--- src/rtl/lsu_pkg.sv ---
// rtl/lsu_pkg.sv - shared funct3 codes, FSM states and lane type for the load/store unit
package lsu_pkg;

    localparam logic [2:0] F3_B  = 3'b000;
    localparam logic [2:0] F3_H  = 3'b001;
    localparam logic [2:0] F3_W  = 3'b010;
    localparam logic [2:0] F3_BU = 3'b100;
    localparam logic [2:0] F3_HU = 3'b101;

    typedef enum logic [1:0] {
        IDLE  = 2'd0,
        READ  = 2'd1,
        WRITE = 2'd2,
        RESP  = 2'd3
    } lsu_state_t;

    typedef logic [1:0] lane_t;

    function automatic logic f3_valid(input logic store, input logic [2:0] f3);
        if (store)
            return f3 <= F3_W;
        return (f3 != 3'b011) && (f3 != 3'b110) && (f3 != 3'b111);
    endfunction

    // Halfword codes share f3[1:0]=01, the word code is 10.
    function automatic logic f3_misaligned(input logic [2:0] f3, input lane_t lane);
        return ((f3[1:0] == 2'b01) && lane[0]) || ((f3[1:0] == 2'b10) && (lane != 2'b00));
    endfunction

endpackage

--- src/rtl/lsu_align.sv ---
// rtl/lsu_align.sv - load lane extraction/extension and store lane merge
module lsu_align
    import lsu_pkg::*;
(
    input  logic [2:0]  funct3,
    input  lane_t       lane,
    input  logic [31:0] rdata,
    input  logic [31:0] wdata,
    output logic [31:0] load_data,
    output logic [31:0] store_data
);

    logic [7:0]  rd_byte;
    logic [15:0] rd_half;

    always_comb begin
        rd_byte = rdata[8*lane +: 8];
        rd_half = lane[1] ? rdata[31:16] : rdata[15:0];

        case (funct3)
            F3_B:    load_data = {{24{rd_byte[7]}}, rd_byte};
            F3_H:    load_data = {{16{rd_half[15]}}, rd_half};
            F3_W:    load_data = rdata;
            F3_BU:   load_data = {24'h0, rd_byte};
            F3_HU:   load_data = {16'h0, rd_half};
            default: load_data = 32'h0;
        endcase

        store_data = wdata;
        if (funct3 == F3_B)
            store_data[8*lane +: 8] = wdata[7:0];
        else if (funct3 == F3_H) begin
            if (lane[1])
                store_data = {wdata[15:0], rdata[15:0]};
            else
                store_data = {rdata[31:16], wdata[15:0]};
        end
        if (funct3 == F3_B) begin
            store_data = rdata;
            store_data[8*lane +: 8] = wdata[7:0];
        end
    end

endmodule

--- src/rtl/load_store_unit.sv ---
// rtl/load_store_unit.sv - RV32I load/store FSM; LSU_MISALIGN_TRAP_EN enables misalignment trapping
module load_store_unit
    import lsu_pkg::*;
(
    input  logic        clk,
    input  logic        rst,
    input  logic        req_valid,
    output logic        req_ready,
    input  logic        req_store,
    input  logic [2:0]  req_funct3,
    input  logic [31:0] req_addr,
    input  logic [31:0] req_wdata,
    output logic        rsp_valid,
    output logic [31:0] rsp_rdata,
    output logic        rsp_misalign,
    output logic        mem_we,
    output logic [31:0] mem_wd,
    output logic [31:0] mem_a,
    input  logic [31:0] mem_rd
);

    lsu_state_t  state, next_state;
    logic [31:0] addr_q, wdata_q, rdata_q;
    logic [2:0]  funct3_q;
    logic        store_q, bad_q, mis_q;
    logic        req_bad, req_mis;
    logic [31:0] load_data, store_data;

    assign req_bad = !f3_valid(req_store, req_funct3);
`ifdef LSU_MISALIGN_TRAP_EN
    assign req_mis = !req_bad && f3_misaligned(req_funct3, lane_t'(req_addr[1:0]));
`else
    assign req_mis = 1'b0;
`endif

    lsu_align u_align (
        .funct3     (funct3_q),
        .lane       (lane_t'(addr_q[1:0])),
        .rdata      (rdata_q),
        .wdata      (wdata_q),
        .load_data  (load_data),
        .store_data (store_data)
    );

    always_ff @(posedge clk) begin
        if (rst) begin
            state    <= IDLE;
            addr_q   <= 32'h0;
            wdata_q  <= 32'h0;
            rdata_q  <= 32'h0;
            funct3_q <= 3'b000;
            store_q  <= 1'b0;
            bad_q    <= 1'b0;
            mis_q    <= 1'b0;
        end else begin
            state <= next_state;
            if (state == IDLE && req_valid) begin
                addr_q   <= req_addr;
                wdata_q  <= req_wdata;
                funct3_q <= req_funct3;
                store_q  <= req_store;
                bad_q    <= req_bad;
                mis_q    <= req_mis;
                rdata_q  <= 32'h0;
            end
            if (state == READ)
                rdata_q <= mem_rd;
        end
    end

    always_comb begin
        next_state   = state;
        req_ready    = 1'b0;
        rsp_valid    = 1'b0;
        rsp_rdata    = 32'h0;
        rsp_misalign = 1'b0;
        mem_we       = 1'b0;
        mem_wd       = 32'h0;
        mem_a        = 32'h0;
        case (state)
            IDLE: begin
                req_ready = 1'b1;
                if (req_valid) begin
                    if (req_bad || req_mis)
                        next_state = RESP;
                    else if (req_store && req_funct3 == F3_W)
                        next_state = WRITE;
                    else
                        next_state = READ;
                end
            end
            READ: begin
                mem_a      = {2'b00, addr_q[31:2]};
                next_state = store_q ? WRITE : RESP;
            end
            WRITE: begin
                mem_a      = {2'b00, addr_q[31:2]};
                mem_we     = 1'b1;
                mem_wd     = store_data;
                next_state = RESP;
            end
            RESP: begin
                rsp_valid    = 1'b1;
                rsp_misalign = mis_q;
                if (!store_q && !bad_q && !mis_q)
                    rsp_rdata = load_data;
                next_state = IDLE;
            end
            default: next_state = IDLE;
        endcase
    end

endmodule

--- config.mk ---
export PLATFORM = sky130hd
export DESIGN_NAME = load_store_unit
export DESIGN_NICKNAME = d
export VERILOG_FILES = /design/src/rtl/lsu_pkg.sv /design/src/rtl/lsu_align.sv /design/src/rtl/load_store_unit.sv
export SDC_FILE = /design/constraint.sdc
export NUM_CORES = 1
export LEC_CHECK = 0
export CAP_MARGIN = 25
export CORE_MARGIN = 4
export CORE_UTILIZATION = 41
export DETAILED_ROUTE_END_ITERATION = 10
export HOLD_SLACK_MARGIN = 0.15
export PLACE_DENSITY = 0.77
export SKIP_CTS_REPAIR_TIMING = 1
export SKIP_LAST_GASP = 1
export SLEW_MARGIN = 20
export SYNTH_ARGS = -nofsm -noshare
export SYNTH_HDL_FRONTEND = slang
export SYNTH_SLANG_ARGS = --single-unit
export TNS_END_PERCENT = 30
--- constraint.sdc ---
create_clock -name clk -period 1.95 [get_ports clk]
set_input_delay 0.2925 -clock clk [delete_from_list [all_inputs] [get_ports clk]]
set_output_delay 0.2925 -clock clk [all_outputs]
set_load 0.05 [all_outputs]
* After elaboration in Yosys (flattened, before gate mapping) *
Index checks and enable logic that the tools add are counted.

word-level totals
  input port bits = 103
  memories = 0
  bits in registers = 103
  latch bits = 0
  bits in writable memories = 0
  memory bits (read-only) = 0

operators by class
  eq/ne operators = 12
  divide/modulo/power cells = 0
  add/subtract/negate cells = 1
  bitwise logic cells = 0
  multiplexer cells = 23
  reduce and logical (&&, ||, !) cells = 12
  shift operators = 3
  $mul = 0
  order comparisons = 1

operators by type and width
  cell                                                                               count
  32-bit two-way mux                                                                 8
  32-bit case mux with 5 select lines                                                1
  5-bit negator with 34-bit output                                                   1
  8-bit by 34-bit variable shift with 32-bit output (first input constant)           1
  8-bit by 34-bit variable part select with 32-bit output                            1
  32-bit bitwise mux                                                                 1
  32-bit by 6-bit variable part select with 8-bit output                             1
  30-bit two-way mux                                                                 1
  16-bit two-way mux                                                                 1
  2-bit case mux with 4 select lines                                                 1
  1-bit two-way mux                                                                  7
  3-bit by 2-bit equality test with 1-bit output (second input constant)             2
  3-bit equality test (second input constant)                                        2
  2-bit two-way mux                                                                  3
  3-bit != test (second input constant)                                              2
  1-bit logical AND                                                                  5
  2-bit equality test (second input constant)                                        2
  3-bit by 1-bit equality test with 1-bit output (second input constant)             1
  3-bit by 2-bit less-or-equal comparator with 1-bit output (second input constant)  1
  1-bit zero test                                                                    3
  3-bit zero test                                                                    1
  3-bit by 2-bit != test with 1-bit output (second input constant)                   1
  2-bit by 1-bit equality test with 1-bit output (second input constant)             1
  2-bit zero test                                                                    1
  other kinds (3)                                                                    3

* Longest topological paths before layout *
  word-level depth = 7
  mapped depth = 8
  depth with buffers taken out = 6

* Hierarchy *
Synthesis repeated with hierarchy kept, for this count alone.

second synthesis, totals
  cells, all modules = 791
  area total of the unflattened synthesis = 6,217.2 um^2

by module, submodules not included
  module           area an instance (um^2)  instances  cells an instance
  load_store_unit  4,509.3                  1          572
  lsu_align        1,707.9                  1          219

* Worst setup path after synthesis *
No wires, ideal clock.

  path kind = register to output
  from = register addr_q[0]
  to = output mem_wd[0]
  stages on the path, launching flop included = 6
  arrival = 2,772 ps
  path buffers = 0
  setup slack = -1,115 ps
  cells stage by stage = dfxtp_1 -> inv_1 -> ha_1 -> nor3_1 -> a221oi_1 -> a211oi_1

between the ends
  longest elaborated chain between the ends = 5
  elaborated cells between the ends (all ways) = 6

RTL lines
  what                                                                                                                                 line                              RTL
  start: declaration                                                                                                                   load_store_unit.sv:23             logic [31:0] addr_q, wdata_q, rdata_q;
  start signal: assignment                                                                                                             load_store_unit.sv:58             addr_q <= req_addr;
  5-bit negator with 34-bit output (*)                                                                                                 lsu_align.sv:31, lsu_align.sv:40
  8-bit by 34-bit variable part select with 32-bit output / 8-bit by 34-bit variable shift with 32-bit output (equally long branches)  lsu_align.sv:31, lsu_align.sv:40
  32-bit bitwise mux (*)                                                                                                               lsu_align.sv:40                   store_data[8*lane +: 8] = wdata[7:0];
  32-bit two-way mux (*)                                                                                                               lsu_align.sv:38                   if (funct3 == F3_B) begin
  32-bit two-way mux (*)                                                                                                               load_store_unit.sv:80             case (state)
  end: declaration                                                                                                                     load_store_unit.sv:17             output logic [31:0] mem_wd,

Every way passes the cells marked *; elsewhere a longest branch is shown, timed or not.

* Worst setup path after layout *
  from = register addr_q[1]
  to = output rsp_rdata[26]

between the ends
  longest elaborated chain between the ends = 4
  elaborated cells between the ends (all ways) = 5

RTL lines
  what                                                                                                 line                              RTL
  32-bit by 6-bit variable part select with 8-bit output / 16-bit two-way mux (equally long branches)  lsu_align.sv:17, lsu_align.sv:18
  32-bit case mux with 5 select lines (*)                                                              lsu_align.sv:20                   case (funct3)
  32-bit two-way mux (*)                                                                               load_store_unit.sv:105            if (!store_q && !bad_q && !mis_q)
  32-bit two-way mux (*)                                                                               load_store_unit.sv:80
  end: declaration                                                                                     load_store_unit.sv:14             output logic [31:0] rsp_rdata,

Marked as above.

==> summary.md <==
| Metric | Value |
|---|---|
| Outcome | `finished with violations` |
| Failing checks | `negative setup slack` |
| Pin count of the biggest net entering global routing | `48` |
| Pint | `between 6 and 7 mW` |
| Ports | `approximately 200` |
| Largest fanout on the critical path | `13` |
| Mapped cell area | `5794 µm²` |
| RSZ-0062 raised after global routing | `true` |
| Hold slack | `about 360 ps` |
| Port Buffers | `around 200` |
| Post-synth EDFFs | `0` |
| Largest vdd supply drop | `between 0.0007 and 0.0008 V` |
| Final nets | `between 1000 and 1500` |
| Top cell type's share of synthesized area | `0.3559` |
| CTS tree | `built` |
| Bufs and invs on worst path | `3` |
| Critical path cell sequence | `buf_4, mux2_4, mux2_4, a22oi_4, buf_12, a21oi_2, buf_12` |
| Clock Power Share | `0.158` |
| Final setup TNS | `-27460 ps` |
| Max Transition Viols Final | `0` |
| Initial antenna violation count | `0` |
| CP Data Required Time | `between 1500 and 2000 ps` |
| Final hold violation count | `0` |
| Max cap viols | `0` |
| Vias/cell | `about 5.7` |
| Clock Pin Slew Worst Setup and Hold Paths | `~70 ps` |
| Power share of the combinational group | `0.591` |
| Most common cell in the netlist | `nand2_1` |
| Register area | `between 2000 and 2500 µm²` |
| CTS root buf | `clkbuf_16` |
| Clock sinks | `103` |
| Cell count after synthesis | `around 790` |
| Worst Skew | `roughly 9.4 ps` |
| Core ar. | `13880 µm²` |
| Reg2reg setup slack | `between 300 and 400 ps` |
| Tightest Pin Transition | `499.1 ps` |
| Placement Setup Slack | `-185.8 ps` |
| Pwr dens | `roughly 1200 nW/µm²` |
| Final setup violating endpoints | `between 90 and 100` |
| Area of the multi-input gates | `approximately 4200 µm²` |
| Grt ovf | `0` |
| Die area | `16100 µm²` |
| CP arrival | `between 2000 and 2500 ps` |
| Seq pwr share | `0.251` |
| Number of synthesized register bits | `around 100` |
| First-pass GRT wire length | `34.65 mm` |
| DRC | `0` |
| CTS Buffer Depth | `2` |
| Wire length per cell | `19.37 µm` |
| Clock Latency Late Sink | `about 360 ps` |
| Synth top area cells | `dfxtp_1, nand2_1, a21oi_1` |
| Iteration-0 DRC Markers | `about 730` |
| Final HPWL DP | `about 17 mm` |
| Power consumption | `between 10 and 15 mW` |
| Rows | `between 40 and 50` |
| Synth cell types | `39` |
| Antenna Cells | `0` |
| Seq/Total Area, Yosys | `0.3559` |
| Sw power | `around 5.5 mW` |
| Gr usage total | `0.2714` |
| Worst slew margin | `0.6654` |
| Synthesized area per cell | `~7.3 µm²` |
| Starting Density | `0.4174` |
| Setup CP Type | `register to output pin` |
| Nature of the critical path endpoint | `output pin` |
| Switching part of the total | `0.4448` |
| Fmax | `between 400 and 500 MHz` |
| Worst Slack Setup Final | `-522.9 ps` |
| Cell family with most CP delay | `multiplexers` |
| Biggest area consumer among synthesized cells | `dfxtp_1` |
| Vias in the first global route | `between 6000 and 7000` |
| Yosys warns | `0` |
| Min-Delay Path Class | `input port to register` |
| Cts bufs inserted | `9` |
| Asr flop ratio synth | `0` |
| Fillers | `slightly below 1000` |
| Chip Height | `126.9 µm` |
| Via count | `about 7000` |
| Crit-path slowest cell | `dfxtp_4` |
| Antenna viol nets, final | `0` |
| Tcrit/Tclk final | `1.268` |
| Post-synth top flop | `dfxtp_1` |
| DR pass1 iterations | `6` |
| Routability cong. | `0.9908` |
| Commonest cells in the netlist | `nand2_1, a21oi_1, dfxtp_1` |
| Final min period | `roughly 2500 ps` |
| CP max stage delay | `between 400 and 500 ps` |
| Die Wd | `~130 µm` |
| Final core utilization | `0.7580` |
| CP Launch Type | `register` |
| DRT Wirelength | `23.26 mm` |
| H-tree depth | `3` |
| Leakage | `roughly 3.7 nW` |
| Area grow syn2layout | `81.58%` |
| Share of cells above drive strength 1 | `0.3222` |
logic make-up after synthesis:
| logic type | Yosys count | share of synthesized area |
|---|---|---|
| AOI/OAI and AO/OA | 235 | 0.2494 |
| and+or+nand+nor | 340 | 0.2671 |
| DFF | 103 | 0.3559 |
| adders and majority gates | 9 | 0.01943 |
| buffers and inverters | 80 | 0.05916 |
| other | 1 | 0.0006472 |
| muxes | 26 | 0.04837 |
power groups by stage:
| stage | Combinational (mW) | Clock, mW | Sequential (mW) |
|---|---|---|---|
| final | 7.31 | 1.96 | 3.10 |
| after global routing | 7.77 | 2.06 | 3.13 |
| after CTS | 7.00 | 1.99 | 3.02 |
| after detailed placement | 6.98 | 0 | 3.07 |
| after global placement | 6.92 | 0 | 3.06 |
| after floorplan | 4.16 | 0 | 2.87 |
per-layer routing:
layer	track usage	part of all wire	vias to the layer above
met5	0	0	-
met4	0.1237	0.046	0
met3	0.08716	0.10	75
met2	0.4458	0.48	366
met1	0.3233	0.37	3185
li1	-	-	3206
final timing paths:
check / from / to / cells past startpoint
setup / recovery: addr_q[1] / rsp_rdata[26] / 7
hold / removal: rst / wdata_q[22] / 2
setup reg to reg: state[0] / rdata_q[29] / 6
hold reg to reg: addr_q[26] / addr_q[26] / 2
stage by stage:
step | instance area (µm²) | instances
global route | 10520 | 1201
global placement | 9816 | 1182
finish | 10520 | 1201
CTS | 10130 | 1198
floorplan | 6364 | 796
detailed placement | 9816 | 1182
cell type report:
class	instances	share of cell area
Multi-Input combinational cell	613	0.4021
Sequential cell	103	0.1967
Clock buffer	11	0.02212
Clock inverter	5	0.007730
Tap cell	180	0.02141
Inverter	8	0.004162
Timing Repair Buffer	281	0.3458
registers in the layout (all words and copies together) (netlist names):
register,flops
addr_q,32
rdata_q,32
wdata_q,32
funct3_q,3
state,2
bad_q,1
store_q,1
worst reg2reg max path: cells and delay by family, from the launching register on:
family | cells | cell delay (ps)
buffers and inverters | 2 | 330
and+or+nand+nor | 2 | 350
DFF | 1 | 390
adders and majority gates | 1 | 280
AOI/OAI and AO/OA | 1 | 200
cells in the final DEF, fill, tap and decap left out, types with 6 or more instances in the layout:
cell               n
a21oi_1          102
a21oi_2           23
a21oi_4           16
a221o_1           16
a221oi_1           6
a221oi_4           6
a222oi_1           7
a22oi_1            8
and2_1            30
buf_12            96
buf_4             67
buf_6             14
clkbuf_16          9
clkdlybuf4s50_1  101
dfxtp_1          101
mux2_2             8
mux2i_1           16
nand2_1          206
nand2_2           16
nand3b_1          34
nor2_1            11
nor2_2             8
nor2_4             8
nor3_4             8
o21ai_0           29
(Power assumes the default switching activity.)
